## src/rtl/bpa_seq_add_ctrl.sv

```systemverilog
// -----------------------------------------------------------------------------
// bpa_seq_add_ctrl
//
// Multi-cycle sequencer for wide (N-bit) additions. A single W-bit carry-bypass
// adder slice is reused across NCHUNK = N/W cycles, least significant chunk
// first. The carry out of each chunk is registered and becomes the carry in of
// the next chunk, so the full N-bit sum takes NCHUNK cycles instead of one very
// wide carry chain.
//
// The W-bit slice is built from M-bit bypass groups. Each group ripples its
// carry internally. When every bit of the group propagates (a^b all ones), the
// group carry-in is passed straight to the group carry-out and the ripple path
// is skipped. Both paths give the same value, so the slice is bit-exact to
// a+b+cin.
//
// Parameters
//   N  operand/result width in bits            (N % W == 0)
//   W  chunk width added per cycle             (W % M == 0)
//   M  bypass group size inside the chunk adder
//
// Ports
//   clk        in   1  clock, rising edge
//   rst_n      in   1  asynchronous active-low reset
//   in_valid   in   1  operands a, b, cin are valid
//   in_ready   out  1  operands can be accepted (high only in IDLE)
//   a          in   N  addend A
//   b          in   N  addend B
//   cin        in   1  carry-in of the full addition
//   out_valid  out  1  sum/cout are valid, held until out_ready
//   out_ready  in   1  consumer takes the result
//   sum        out  N  (a+b+cin) mod 2^N, registered
//   cout       out  1  carry-out of bit N-1, registered
//   busy       out  1  high in RUN or DONE
//
// Handshake
//   Operands are accepted on a clock edge where in_valid and in_ready are both
//   high. out_valid rises NCHUNK edges later. A result handshake and a new
//   operand acceptance never share an edge: the controller first returns to
//   IDLE and accepts new operands on the following edge at the earliest.
// -----------------------------------------------------------------------------
module bpa_seq_add_ctrl #(
  parameter int N = 512,
  parameter int W = 64,
  parameter int M = 4
) (
  input  logic         clk,
  input  logic         rst_n,
  input  logic         in_valid,
  output logic         in_ready,
  input  logic [N-1:0] a,
  input  logic [N-1:0] b,
  input  logic         cin,
  output logic         out_valid,
  input  logic         out_ready,
  output logic [N-1:0] sum,
  output logic         cout,
  output logic         busy
);

  localparam int NCHUNK = N / W;
  localparam int IW     = (NCHUNK > 1) ? $clog2(NCHUNK) : 1;
  localparam int NGRP   = W / M;

  localparam logic [IW-1:0] LAST_IDX = IW'(NCHUNK - 1);
  localparam logic [IW-1:0] IDX_ONE  = IW'(1);

  localparam logic [1:0] S_IDLE = 2'd0;
  localparam logic [1:0] S_RUN  = 2'd1;
  localparam logic [1:0] S_DONE = 2'd2;

  // ---------------------------------------------------------------------------
  // W-bit carry-bypass adder. Returns {carry_out, sum}.
  // Each M-bit group ripples its carry bit by bit. The group carry-out then
  // takes the bypass path (the group carry-in) when all M bits propagate, and
  // the ripple result otherwise.
  // ---------------------------------------------------------------------------
  function automatic logic [W:0] bypass_add(
    input logic [W-1:0] x,
    input logic [W-1:0] y,
    input logic         ci
  );
    logic [W-1:0] s;
    logic [M-1:0] grp_p;
    logic         grp_c;
    logic         rip_c;
    s     = {W{1'b0}};
    grp_c = ci;
    for (int g = 0; g < NGRP; g++) begin
      rip_c = grp_c;
      for (int k = 0; k < M; k++) begin
        s[g*M + k] = x[g*M + k] ^ y[g*M + k] ^ rip_c;
        rip_c      = (x[g*M + k] & y[g*M + k]) |
                     (rip_c & (x[g*M + k] ^ y[g*M + k]));
      end
      grp_p = x[g*M +: M] ^ y[g*M +: M];
      grp_c = (&grp_p) ? grp_c : rip_c;
    end
    return {grp_c, s};
  endfunction

  // State and datapath registers
  logic [1:0]    state_r;
  logic [IW-1:0] idx_r;
  logic          carry_r;
  logic [N-1:0]  a_r;        // captured A, shifted down one chunk per RUN cycle
  logic [N-1:0]  b_r;        // captured B, shifted down one chunk per RUN cycle
  logic [N-1:0]  sum_r;
  logic          cout_r;
  logic          out_valid_r;
  logic          in_ready_r;
  logic          busy_r;

  // Chunk adder signals
  logic [W:0]    add_res_s;
  logic [W-1:0]  chunk_sum_s;
  logic          chunk_cout_s;

  // Chunk adder: the current chunk always sits in the low W bits of a_r/b_r
  // because the operand registers shift right by W after every RUN cycle.
  always_comb begin
    add_res_s = bypass_add(a_r[W-1:0], b_r[W-1:0], carry_r);
  end

  assign chunk_sum_s  = add_res_s[W-1:0];
  assign chunk_cout_s = add_res_s[W];

  // Sequencer FSM and result registers.
  // in_ready and busy are registered copies of (state == IDLE) and
  // (state != IDLE). They are updated on the same edges as state_r.
  always_ff @(posedge clk or negedge rst_n) begin
    if (!rst_n) begin
      state_r     <= S_IDLE;
      idx_r       <= {IW{1'b0}};
      carry_r     <= 1'b0;
      a_r         <= {N{1'b0}};
      b_r         <= {N{1'b0}};
      sum_r       <= {N{1'b0}};
      cout_r      <= 1'b0;
      out_valid_r <= 1'b0;
      in_ready_r  <= 1'b1;
      busy_r      <= 1'b0;
    end else begin
      case (state_r)
        S_IDLE: begin
          if (in_valid) begin
            a_r        <= a;
            b_r        <= b;
            carry_r    <= cin;
            idx_r      <= {IW{1'b0}};
            state_r    <= S_RUN;
            in_ready_r <= 1'b0;
            busy_r     <= 1'b1;
          end
        end

        S_RUN: begin
          // Drop the chunk just added so the next one lands in the low bits.
          a_r     <= a_r >> W;
          b_r     <= b_r >> W;
          carry_r <= chunk_cout_s;
          idx_r   <= idx_r + IDX_ONE;
          for (int i = 0; i < NCHUNK; i++) begin
            if (idx_r == IW'(i)) begin
              sum_r[i*W +: W] <= chunk_sum_s;
            end
          end
          if (idx_r == LAST_IDX) begin
            cout_r      <= chunk_cout_s;
            out_valid_r <= 1'b1;
            state_r     <= S_DONE;
          end
        end

        S_DONE: begin
          // Result is held until taken; in_valid is ignored here.
          if (out_ready) begin
            out_valid_r <= 1'b0;
            state_r     <= S_IDLE;
            in_ready_r  <= 1'b1;
            busy_r      <= 1'b0;
          end
        end

        default: begin
          // Unreachable encoding: return to a clean idle state.
          state_r     <= S_IDLE;
          idx_r       <= {IW{1'b0}};
          carry_r     <= 1'b0;
          out_valid_r <= 1'b0;
          in_ready_r  <= 1'b1;
          busy_r      <= 1'b0;
        end
      endcase
    end
  end

  assign in_ready  = in_ready_r;
  assign out_valid = out_valid_r;
  assign sum       = sum_r;
  assign cout      = cout_r;
  assign busy      = busy_r;

endmodule
```

## config.mk

```make
export PLATFORM = sky130hd
export DESIGN_NAME = bpa_seq_add_ctrl
export DESIGN_NICKNAME = d
export VERILOG_FILES = /design/src/rtl/bpa_seq_add_ctrl.sv
export SDC_FILE = /design/constraint.sdc
export NUM_CORES = 2
export LEC_CHECK = 0
export CAP_MARGIN = 5
export CORE_AREA = 2 2 593 595
export DETAILED_ROUTE_END_ITERATION = 12
export DIE_AREA = 0 0 595 597
export GPL_TIMING_DRIVEN = 0
export PLACE_DENSITY_LB_ADDON = 0.15
export SLEW_MARGIN = 0
export SYNTH_ARGS = -nofsm -noshare
export SYNTH_HDL_FRONTEND = slang
export SYNTH_SLANG_ARGS = --single-unit
```

## constraint.sdc

```tcl
create_clock -name clk -period 26.8 [get_ports clk]
set_input_delay 5.36 -clock clk [delete_from_list [all_inputs] [get_ports clk]]
set_output_delay 5.36 -clock clk [all_outputs]
set_load 0.05 [all_outputs]
```

==> results.cfg <==
[run_status]
status = finished with violations
failed_checks = setup timing

[sta]
number_of_setup_violations_in_the_final_report = 26
worst_pin_slew_ps = 1300
rsz_0062_raised_after_global_routing = yes
timing.fmax_mhz = 36.0
final.setup_skew_ps = 84.4
fin_hold_ws_ps = 459
layout_worst_path_cycle_share_pct = 104
maxSlewViolCount = 0
max_slew_margin_pct = 13.1
finalWorstPathRequiredPeriod_ps = 27810
report.final.hold_viol_count = 0
timing.final.ws_setup_ps = -1010

[clock_tree]
ctsHtreeMaxLevel = 4
clock_insertion_delay_worst_skew_ps = 920
cts.reportedPaths.clkPinSlew_ps = 60
root_buffer = sky130_fd_sc_hd__clkbuf_16
clock-sinks = 1546
cts_made_buffers = 197
cts_tree = built
ctsLongestPathBuffers = 4

[final_layout]
area.growth.synth_to_final_pct = 45.1
final_net_count = 9495
stdcell_area_mm2 = 0.0956
sequential_cell_area_mm2 = 0.0387
layoutNonFillerInstCount = 13187
fillcell_total = 37311
layout-drive-gt1-share_pct = 6.95
multi_input_logic_area_mm2 = 0.0258

[setup_path]
critical_path.reg2reg.startpoint = carry_r
crit_top_cell = sky130_fd_sc_hd__fa_2
reg2reg_slack_ps = -1010
crit_path_max_incr_delay_ps = 430
path_class = flip-flop to flip-flop
critical_path.startpoint = carry_r
crit_path_start_kind = flip-flop
r2r-end = carry_r
arrival_ps = 28550
critical_path_stages = 104
timing.critical_path.required_ps = 27540
reg2regPathDepth = 104
timing.critical_path.buf_inv = 17
critical_path.endpoint_type = flip-flop
setup.worst_path.end = carry_r
crit_fanout = 2
family_with_the_most_delay_on_the_worst_path = adder cells
critical-path-slowest-cell = sky130_fd_sc_hd__dfrtp_2

[pwr]
static_leakage_nw = 40.2
power-per-cell-area_mw_per_mm2 = 161
power.sequential.fraction_pct = 29.0
fraction_of_power_spent_switching_nets_pct = 49.1
combinationalPowerShare_pct = 53.2
ir_worst_vdd_mv = 0.113
cellInternalPower_mw = 7.85
power_switching_mw = 7.58
clockPowerShare_pct = 17.8

[global_routing]
grt_pass1_vias = 60003
global_route_wire_length_before_repair_mm = 523
grt-ovfl-total = 0
grt_usage_pct = 21.4
antenna_found_initial = 252
pin_count_of_the_biggest_net_entering_global_routing = 176

[hold_path]
worst_hold_path_class = flip-flop to flip-flop

[drt]
drcViolationCount = 0
routed_wirelength_mm = 389
dr_total_vias = 56905
firstDrtPassIters = 5
routed_via_density = 4.32
route.antenna.remaining_nets = 0
detailedRoute.firstIterationViolations = 3112
average_wire_per_cell_in_the_routed_design_um = 29.5

[yosys]
edff_count_synth = 0
top_cell_type_s_share_of_synthesized_area_pct = 58.7
yosysWarningCount = 0
synth_fp_nets = 7657
synthesis.area_mm2 = 0.0659
avgSynthCellArea_um2 = 10.1
synth-async-reset-ratio_pct = 100
yosys-top-cells-count = sky130_fd_sc_hd__nand2_1, sky130_fd_sc_hd__dfrtp_1, sky130_fd_sc_hd__nor2_1, sky130_fd_sc_hd__a31oi_1, sky130_fd_sc_hd__mux2_1
synth_sequential_area_ratio_pct = 58.7
yosys.cell_count.top_type = sky130_fd_sc_hd__nand2_1
yosys.cell_types.count = 37
synth-main-ff-cell = sky130_fd_sc_hd__dfrtp_1
postSynthCellCount = 6494
synth.largest_area_cell = sky130_fd_sc_hd__dfrtp_1
ys_seq_elements = 1546
ys_top_cells_by_area = sky130_fd_sc_hd__dfrtp_1, sky130_fd_sc_hd__nand2_1, sky130_fd_sc_hd__a31oi_1

[floorplanning]
dieArea_mm2 = 0.355
initial_core_util_pct = 18.9
core.rowCount = 217
floorplan.io_pins = 1545
core_area_mm2 = 0.349
dieHeight_um = 597
dieWidth_um = 595

[place]
dpl-instance-area_mm2 = 0.0879
placement.setup.worst_slack_ps = -2280
buffer_ports.inserted = 1544
routabilityCongestion = 0.876
place_inst = 12663
detailedPlacementHpwl_mm = 322

[run]
drv.max_cap_violation_count = 0
[what timing repair did]
action | CTS | global route
buffers inserted | 66 | 6
cloned | 0 | 0
endpoints found under the setup margin | 42 | 42
gates resized for setup | 47 | 21
hold buffers | 0 | 0
pin swaps | 7 | 2
[cell type report]
cell class,instances,share of cell area (%)
antenna,100,0.262
buffer,481,1.91
clock buffer,300,6.20
clock inverter,55,0.719
inverter,7,0.0275
multi-input combinational,4460,27.0
sequential,1546,40.5
tap,4599,6.02
timing repair buffer,1639,17.4
[worst reg2reg max path, delay by kind of cell (launching register included)]
kind,cells,cell delay [ps]
adder cells (fa/ha/maj),60,21210
AO/OA/AOI/OAI,12,1640
buffers and inverters,17,1650
flip-flops,1,430
AND/OR/NAND/NOR,8,780
multiplexers,7,1950
[logic make-up (layout without fill, tap and decap cells)]
| family | count (synthesis) | count (layout) | synth area share (%) |
|---|---|---|---|
| AOI/OAI and AO/OA | 1055 | 1055 | 10.5 |
| muxes | 519 | 519 | 8.88 |
| DFF | 1546 | 1546 | 58.7 |
| adders and majority gates | 134 | 134 | 3.27 |
| other | 0 | 100 | 0 |
| and+or+nand+nor | 2752 | 2752 | 15.8 |
| buffers and inverters | 488 | 2482 | 2.78 |
[layer usage]
metal	routed length, µm	GRT usage (%)
met5	823	0
met4	13900	6.85
met3	24000	5.15
met2	191000	37.0
met1	160000	26.0
[per-stage QoR]
| step | setup TNS [ps] | util [%] | power (mW) |
|---|---|---|---|
| after global placement | - | 25.0 | 12.5 |
| after detailed placement | -48670 | 25.2 | 12.6 |
| after global routing | -35790 | 27.4 | 16.3 |
| after CTS | -14750 | 27.3 | 15.7 |
| after floorplan | 0 | - | 8.46 |
| final | -15490 | 27.4 | 15.4 |
[placed cells by master (no fill, tap or decap), drive strengths merged, types with 3 or more instances in the layout]
cell type and instances:
ha 70, a22o 128, clkbuf 767, diode 100, mux2 519, inv 10, buf 110, nor2 911
and3 3, dfrtp 1545, clkinvlp 5, nand2 1810, a21oi 6, nand2b 3, a31oi 898, o21ai 9
o22ai 4, clkinv 36, nand3 3, clkdlybuf4s50 1543, fa 64, nand4 14, bufinv 11
[worst min path at each step]
stage | slack [ps] | cells past startpoint | end | start
after floorplan | 470 | 1 | a_r[448] | a_r[448]
after global placement | 470 | 1 | sum[102] | sum[102]
after detailed placement | 470 | 1 | sum[189] | sum[189]
after CTS | 460 | 2 | b_r[128] | b_r[192]
after global routing | 500 | 1 | sum[24] | sum[24]
final | 460 | 2 | b_r[128] | b_r[192]
[power by group through the flow]
| stage | sequential, mW | clock [mW] | combinational [mW] |
|---|---|---|---|
| 3_3_place_gp | 4.57 | 0 | 7.96 |
| 4_1_cts | 4.50 | 2.83 | 8.34 |
| 6_report | 4.48 | 2.75 | 8.21 |
| 5_1_grt | 4.63 | 2.92 | 8.78 |
| 2_1_floorplan | 5.44 | 0 | 3.02 |
| 3_5_place_dp | 4.54 | 0 | 8.07 |
[sequential cells by signal, summed over array words and instances (netlist names)]
name       cells
in_ready       1
b_r          512
out_valid      1
state_r        2
a_r          512
busy           1
carry_r        1
idx_r          3
sum          512
cout           1
No activity file was read; power rests on OpenSTA's default activity.
